`src/rtl/lsu_pkg.sv`:
```
// Shared encodings for the load/store unit: access sizes, FSM states and
// small decode helpers used by the top level and the byte-lane datapath.
package lsu_pkg;

    localparam logic [1:0] SIZE_B = 2'b00;
    localparam logic [1:0] SIZE_H = 2'b01;
    localparam logic [1:0] SIZE_W = 2'b10;

    typedef enum logic [1:0] {
        IDLE  = 2'b00,
        LOAD  = 2'b01,
        ST_RD = 2'b10,
        ST_WR = 2'b11
    } state_e;

    // Byte and half stores need a read-modify-write; word and reserved do not.
    function automatic logic is_sub_word(input logic [1:0] size);
        return (size == SIZE_B) || (size == SIZE_H);
    endfunction

    function automatic logic is_misaligned(input logic [1:0] size, input logic [1:0] addr_lo);
        if (size == SIZE_B) return 1'b0;
        if (size == SIZE_H) return addr_lo[0];
        return addr_lo != 2'b00;
    endfunction

endpackage

```
`src/rtl/lsu_byte_lane.sv`:
```
// Combinational byte-lane datapath: big-endian load extraction with sign or
// zero extension, and the store merge used by byte/half read-modify-write.
module lsu_byte_lane
    import lsu_pkg::*;
(
    input  logic [1:0]  size,
    input  logic        is_unsigned,
    input  logic [31:0] rd,
    input  logic [31:0] wdata,
    output logic [31:0] load_data,
    output logic [31:0] merge_data
);

    always_comb begin
        // NOTE: every output gets a default first so no path leaves it unassigned (no latch).
        load_data  = rd;
        merge_data = wdata;
        case (size)
            SIZE_B: begin
                load_data  = {{24{~is_unsigned & rd[31]}}, rd[31:24]};
                merge_data = {wdata[7:0], rd[23:0]};
            end
            SIZE_H: begin
                load_data  = {{16{~is_unsigned & rd[31]}}, rd[31:16]};
                merge_data = {wdata[15:0], rd[15:0]};
            end
            default: ;
        endcase
    end

endmodule

```
`src/rtl/load_store_unit.sv`:
```
// Multi-cycle load/store unit between the MEM stage and a big-endian data
// memory. Optional misalignment trap enabled by defining LSU_MISALIGN_TRAP_EN.
module load_store_unit
    import lsu_pkg::*;
#(
    parameter int ADDR_BUS_WIDTH = 32,
    parameter int DATA_BUS_WIDTH = 32
) (
    input  logic                      clk,
    input  logic                      rst_n,
    input  logic                      req_valid,
    input  logic                      req_write,
    input  logic [1:0]                req_size,
    input  logic                      req_unsigned,
    input  logic [ADDR_BUS_WIDTH-1:0] req_addr,
    input  logic [DATA_BUS_WIDTH-1:0] req_wdata,
    output logic                      busy,
    output logic                      resp_valid,
    output logic [DATA_BUS_WIDTH-1:0] resp_rdata,
    output logic                      misalign_err,
    output logic [ADDR_BUS_WIDTH-1:0] mem_addr,
    output logic [DATA_BUS_WIDTH-1:0] mem_write_data,
    output logic                      mem_write_en,
    input  logic [DATA_BUS_WIDTH-1:0] mem_read_data
);

    state_e                    state, state_next;
    logic [ADDR_BUS_WIDTH-1:0] addr_q;
    logic [DATA_BUS_WIDTH-1:0] wdata_q;
    logic [1:0]                size_q;
    logic                      unsigned_q;
    logic                      write_q;
    logic [DATA_BUS_WIDTH-1:0] wr_q;
    logic [DATA_BUS_WIDTH-1:0] rdata_q;
    logic                      resp_q;
    logic                      misalign_q;
    logic [DATA_BUS_WIDTH-1:0] load_data;
    logic [DATA_BUS_WIDTH-1:0] merge_data;
    logic                      accept;
    logic                      trap;

    assign accept = (state == IDLE) && req_valid;

`ifdef LSU_MISALIGN_TRAP_EN
    assign trap = is_misaligned(req_size, req_addr[1:0]);
`else
    assign trap = 1'b0;
`endif

    lsu_byte_lane u_byte_lane (
        .size        (size_q),
        .is_unsigned (unsigned_q),
        .rd          (mem_read_data),
        .wdata       (wdata_q),
        .load_data   (load_data),
        .merge_data  (merge_data)
    );

    always_comb begin
        state_next     = state;
        mem_addr       = '0;
        mem_write_en   = 1'b0;
        mem_write_data = '0;
        case (state)
            IDLE: begin
                if (accept && !trap) begin
                    if (!req_write)                 state_next = LOAD;
                    else if (is_sub_word(req_size)) state_next = ST_RD;
                    else                            state_next = ST_WR;
                end
            end
            LOAD:  begin mem_addr = addr_q; state_next = IDLE;  end
            ST_RD: begin mem_addr = addr_q; state_next = ST_WR; end
            ST_WR: begin
                mem_addr       = addr_q;
                mem_write_en   = 1'b1;
                mem_write_data = wr_q;
                state_next     = IDLE;
            end
            default: state_next = IDLE;
        endcase
    end

    // NOTE: sequential state uses non-blocking assignments so every register samples pre-edge values.
    always_ff @(posedge clk or negedge rst_n) begin
        if (!rst_n) begin
            state      <= IDLE;
            addr_q     <= '0;
            wdata_q    <= '0;
            size_q     <= '0;
            unsigned_q <= 1'b0;
            write_q    <= 1'b0;
            wr_q       <= '0;
            rdata_q    <= '0;
            resp_q     <= 1'b0;
            misalign_q <= 1'b0;
        end else begin
            state      <= state_next;
            resp_q     <= (state == LOAD) || (state == ST_WR);
            misalign_q <= accept && trap;
            if (accept) begin
                addr_q     <= req_addr;
                wdata_q    <= req_wdata;
                size_q     <= req_size;
                unsigned_q <= req_unsigned;
                write_q    <= req_write;
                if (req_write && !is_sub_word(req_size)) wr_q <= req_wdata;
            end
            if (state == ST_RD) wr_q <= merge_data;
            // Store responses leave the last load result untouched.
            if (state == LOAD && !write_q) rdata_q <= load_data;
        end
    end

    assign busy         = (state != IDLE);
    assign resp_valid   = resp_q;
    assign resp_rdata   = rdata_q;
    assign misalign_err = misalign_q;

endmodule

```
`config.mk`:
```
export PLATFORM = sky130hd
export DESIGN_NAME = load_store_unit
export DESIGN_NICKNAME = d
export VERILOG_FILES = /design/src/rtl/lsu_pkg.sv /design/src/rtl/lsu_byte_lane.sv /design/src/rtl/load_store_unit.sv
export SDC_FILE = /design/constraint.sdc
export NUM_CORES = 1
export LEC_CHECK = 0
export BUFFER_PORTS_ARGS = -buffer_cell sky130_fd_sc_hd__buf_4
export CAP_MARGIN = 10
export CORE_UTILIZATION = 50
export CTS_CLUSTER_SIZE = 14
export DETAILED_ROUTE_END_ITERATION = 10
export PLACE_DENSITY_LB_ADDON = 0.15
export SYNTH_ARGS = -nofsm -noshare
export SYNTH_HDL_FRONTEND = slang
export SYNTH_SLANG_ARGS = --single-unit
```
`constraint.sdc`:
```
create_clock -name clk -period 2 [get_ports clk]
set_clock_uncertainty 0.2 [all_clocks]
set_input_delay 0.4 -clock clk [delete_from_list [all_inputs] [get_ports clk]]
set_output_delay 0.4 -clock clk [all_outputs]
set_load 0.005 [all_outputs]
```
== Word level (Yosys, flattened, before mapping) ==
Index checks and enable logic that the tools add are counted.

* Flip-flop bits (word level): 135
* Bits of input ports: 103
* Word-level logic and storage cells: 45

* Equality and inequality tests: 6
* Mux-type cells: 12
* Bitwise operators: 2
* Reduce and logical (&&, ||, !) cells: 16

{| class="wikitable"
|+ Operator list
! operator !! number
|-
| 32-bit two-way mux || 5
|-
| 32-bit case mux with 2 select lines || 2
|-
| 2-bit by 1-bit equality test with 1-bit output, second input constant || 3
|-
| 2-bit logical NOT || 3
|-
| 2-bit case mux with 3 select lines || 1
|-
| 2-bit nonzero test || 3
|-
| 2-bit equality test, second input constant || 2
|-
| 2-bit two-way mux || 2
|-
| 1-bit logical AND || 3
|-
| 3-bit OR reduction || 1
|-
| 1-bit logical NOT || 2
|-
| 1-bit logical OR || 2
|-
| 1-bit two-way mux || 2
|-
| 2-bit inequality test, second input constant || 1
|-
| 2-bit AND reduction || 1
|-
| 2-bit OR reduction || 1
|-
| 1-bit AND || 1
|-
| 1-bit NOT || 1
|}

== Logic depth before layout (Yosys ltp) ==
* Depth after elaboration: 7
* Gate-level depth with buffers: 6
* Mapped depth without buffers: 3

== By module ==
A second synthesis with hierarchy kept.

* Cell total of the unflattened synthesis: 547
* Area, all modules: 7241.9 um^2

{| class="wikitable"
|+ Modules (own cells, without submodules)
! module !! times used !! cells an instance !! area an instance (um^2) !! sequential area each (um^2)
|-
| load_store_unit || 1 || 406 || 6264.8 || 3378.2
|-
| lsu_byte_lane || 1 || 141 || 977.2 || 0.0
|}

== Worst setup path after synthesis ==
No wires, ideal clock.

* Kind: register to register
* From: register state[1]
* To: register addr_q[0]
* Setup time: 0.125 ns
* Arrival: 1.505 ns
* Data required time: 1.675 ns
* Path slack: 0.170 ns
* Stages on the path, launching flop included: 7
* Path buffers: 3
* Clock period less this slack: 1.830 ns
* Cells stage by stage: dfrtp_1 buf_6 nor2_1 and2_1 buf_4 buf_6 mux2_2

* Word-level cells in the longest chain between the ends: 2

{| class="wikitable"
|+ Ends and longest elaborated chain
! element !! line !! source
|-
| from (decl) || load_store_unit.sv:27 || <nowiki>state_e state, state_next;</nowiki>
|-
| from (signal assigned) || load_store_unit.sv:98 || <nowiki>state <= state_next;</nowiki>
|-
| 2-bit logical NOT || load_store_unit.sv:42 || <nowiki>assign accept = (state == IDLE) && req_valid;</nowiki>
|-
| 1-bit logical AND || load_store_unit.sv:42 ||
|-
| to (signal assigned) || load_store_unit.sv:102 || <nowiki>addr_q <= req_addr;</nowiki>
|-
| to (decl) || load_store_unit.sv:28 || <nowiki>logic [ADDR_BUS_WIDTH-1:0] addr_q;</nowiki>
|}

Every way passes these cells.
A chain may end at the register's enable or synchronous reset.

== Final worst setup path ==
* From: register state[0]
* To: output mem_write_data[0]

* Word-level cells in the longest chain between the ends: 2

{| class="wikitable"
|+ Ends and longest elaborated chain
! element !! line !! source
|-
| 2-bit equality test || load_store_unit.sv:64 || <nowiki>case (state)</nowiki>
|-
| 32-bit two-way mux || load_store_unit.sv:64 ||
|-
| to (decl) || load_store_unit.sv:22 || <nowiki>output logic [DATA_BUS_WIDTH-1:0] mem_write_data,</nowiki>
|}

Every way passes these cells.

==> results.json <==
{
  "vias_after_detailed_routing": 5686,
  "largest_net_degree_at_the_start_of_global_routing": 63,
  "final-instance-count-excl-fill": 1015,
  "timing.critical_path.cells": "buf_4, clkbuf_16, and3_4, buf_4",
  "finalHoldViolations": 0,
  "netSwitchingPower_mw": 5.77,
  "setup.worst_path.start": "state[0]$_DFFE_PN0P_",
  "dr.first_iter.drc_count": 342,
  "rsz0062_at_grt": "true",
  "ant_nets": 0,
  "vdd.ir_drop.worst_uv": 943,
  "io-pin-count": 203,
  "reg2reg_to": "wr_q[30]$_DFFE_PN0P_",
  "number_of_nets_in_the_layout": 933,
  "routed_wirelength_mm": 20.0,
  "dp.cells": 954,
  "power.internal_mw": 10.8,
  "cp-endpoint": "mem_write_data[0]",
  "fill_cells": 898,
  "finalCriticalPeriod_ps": 2120,
  "setup_violations": 62,
  "layout.cells.most_common": "buf_4",
  "total_cell_area_at_the_placement_stage_um2": 8450,
  "ys_seq_area_frac": 0.503,
  "drv_cap": 0,
  "timing.hold.worst.class": "input port to register",
  "synth-async-reset-ratio": 1.00,
  "clock_tree_from_tritoncts": "yes",
  "post_synth_instance_area_um2": 6720,
  "required_time_worst_endpoint_ps": 1400,
  "r2r_cells": 6,
  "flow.area_growth_from_synthesis_pct": 44.3,
  "gpl.final_weighted_congestion": 0.874,
  "powerDensity_nw_per_um2": 1710,
  "grt_antenna_before_repair": 0,
  "io_buffers": 201,
  "netSwitchingFraction": 0.349,
  "cts.clk_slew.worst_paths_ps": 50,
  "maxSlewHeadroom": 0.641,
  "postSynthRegisterBits": 135,
  "global_route_wire_length_before_repair_mm": 31.0,
  "die-height_um": 118,
  "final_layout_size_suffix_gt1_frac": 0.483,
  "remaining_drc_errors": 0,
  "clkSinkCount": 135,
  "finalCritPeriodShare": 1.06,
  "max_freq_ghz": 0.473,
  "worst_path_largest_cell_delay_ps": 460,
  "count_of_flip_flops_with_a_built_in_enable_after_synthesis": 0,
  "register_area_um2": 3380,
  "area_of_the_multi_input_gates_um2": 3170,
  "grt_util_all_layers": 0.290,
  "slowest_stage": "dfrtp_2",
  "critPathCaptureType": "primary output",
  "worstPathArrival_ps": 1520,
  "dr.pass1.iters": 4,
  "initial_core_util": 0.522,
  "layout.cells.most_common_list": "buf_4 (203), dfrtp_1 (132), mux2_2 (92), o21ai_0 (56), nand2_1 (48)",
  "avgViaCountPerCell": 5.60,
  "timing.setup.tns_ps": -3930,
  "fin_worst_hold_slack_ps": 12.5,
  "syn_area_per_cell_um2": 11.0,
  "synth-warning-count": 0,
  "cts-buffers-inserted": 17,
  "design.die.area_um2": 13900,
  "synth_ff_type": "dfrtp_1",
  "clock_power_share": 0.193,
  "crit_fanout": 12,
  "insertedDiodeCount": 0,
  "violations": "setup timing",
  "post_synth_inst_count": 612,
  "worstSetupStartpointType": "register",
  "worstReg2RegStart": "state[0]$_DFFE_PN0P_",
  "detailed_place_hpwl_mm": 13.2,
  "power.sequential.fraction": 0.311,
  "worst_path_most_repeated_cell": "buf_4",
  "via_count_of_the_first_global_routing_pass": 5762,
  "setup_ws_ps": -115,
  "h-tree-depth": 4,
  "final-max-slew-violation-count": 0,
  "wl_per_cell_um": 19.7,
  "globalRouteOverflowTotal": 0,
  "ctsRootBufferMaster": "clkbuf_16",
  "max_slew.worst_pin.slew_ps": 538,
  "status": "finished with violations",
  "synth_cell_types": 32,
  "clock_tree_buf_depth": 2,
  "pwr-share-comb": 0.496,
  "die_w_um": 118,
  "core.rowCount": 41,
  "stdcell_area_um2": 9690,
  "clock_insertion_delay_worst_skew_ps": 420,
  "syn-num-nets": 715,
  "placeable_core_region_um2": 12900,
  "p_leak_nw": 4.46,
  "timing_worst_setup_path_type": "register to primary output",
  "pre_cts_ws_ps": 55.2,
  "reg2reg_slack_ps": 140
}
[synth_stat cells (all sizes together), types with 2 or more instances]
cell type  number  area [um^2]
and3           32          200
a211oi          7         52.6
mux2i          40          400
mux2           92         1040
nand2          48          180
and2            2         12.5
nor2           33          124
nor2b          32          200
o21ai          56          280
nor3           16         80.1
a22o           16          140
a21oi          15         75.1
dfrtp         135         3380
clkbuf         26         98.8
a21o            2         15.0
o211ai         17          128
inv             3         11.3
buf            30          211
nor3b           2         20.0
a31oi           3         40.0
[how the worst min path moves through the flow]
stage,from,slack (ps),to,cells after the start
floorplan,rst_n,-100,addr_q[0]$_DFFE_PN0P_,0
global placement,rst_n,-7,wr_q[24]$_DFFE_PN0P_,1
detailed placement,rst_n,-8,wr_q[25]$_DFFE_PN0P_,1
CTS,req_addr[30],0.03,addr_q[30]$_DFFE_PN0P_,2
global route,req_addr[2],6,addr_q[2]$_DFFE_PN0P_,2
finish,req_addr[30],10,addr_q[30]$_DFFE_PN0P_,2
[critical path, delay by kind of cell, from the launching register on]
kind | cells | cell delay [ps]
buf+inv | 3 | 460
flops | 1 | 460
simple gates | 1 | 170
[cell type report]
class | count | area share
Clock buffer | 23 | 0.0493
Clock inverter | 9 | 0.0127
Inverter | 3 | 0.00116
Multi-Input combinational cell | 418 | 0.327
Sequential cell | 135 | 0.349
Tap cell | 172 | 0.0222
Timing Repair Buffer | 255 | 0.239
[stage by stage]
| stage | power (mW) | utilization |
|---|---|---|
| after floorplan | 9.18 | - |
| after global placement | 11.8 | 0.657 |
| after detailed placement | 12.1 | 0.657 |
| after CTS | 16.0 | 0.730 |
| after global routing | 17.4 | 0.753 |
| final | 16.5 | 0.753 |
[per-layer routing]
layer  vias up  share of wire  global-route usage
met1      2792           0.41               0.365
met4         0          0.031               0.135
li1       2595              -                   -
met2       259           0.49               0.461
met5         -              0                   0
met3        40          0.076              0.0824
[sequential cells by signal, summed over array words and instances, names as in the netlist]
name	cells
addr_q	32
resp_rdata	32
wdata_q	32
wr_q	32
size_q	2
state	2
resp_valid	1
unsigned_q	1
write_q	1
[logic make-up after synthesis]
group / share of synthesized area
AOI/OAI and AO/OA: 0.109
buffers and inverters: 0.0479
DFF: 0.503
muxes: 0.214
other: 0.000558
and+or+nand+nor: 0.126
[power by group through the flow]
stage / Sequential [mW] / Clock (mW) / Combinational [mW]
final: 5.14 / 3.19 / 8.20
after floorplan: 4.74 / 0 / 4.44
after global routing: 5.30 / 3.34 / 8.77
after detailed placement: 5.10 / 0 / 7.00
after CTS: 5.10 / 3.21 / 7.70
after global placement: 5.03 / 0 / 6.82
[repair_timing]
action | 4_1_cts | 5_1_grt
cloned | 3 | 4
endpoints found under the hold margin | 138 | 0
setup buffers | 14 | 6
resized for setup | 31 | 34
hold buffers | 4 | 0
pin swaps | 1 | 2
setup endpoints to repair | 66 | 78
Power figures use the tool's default switching activity.
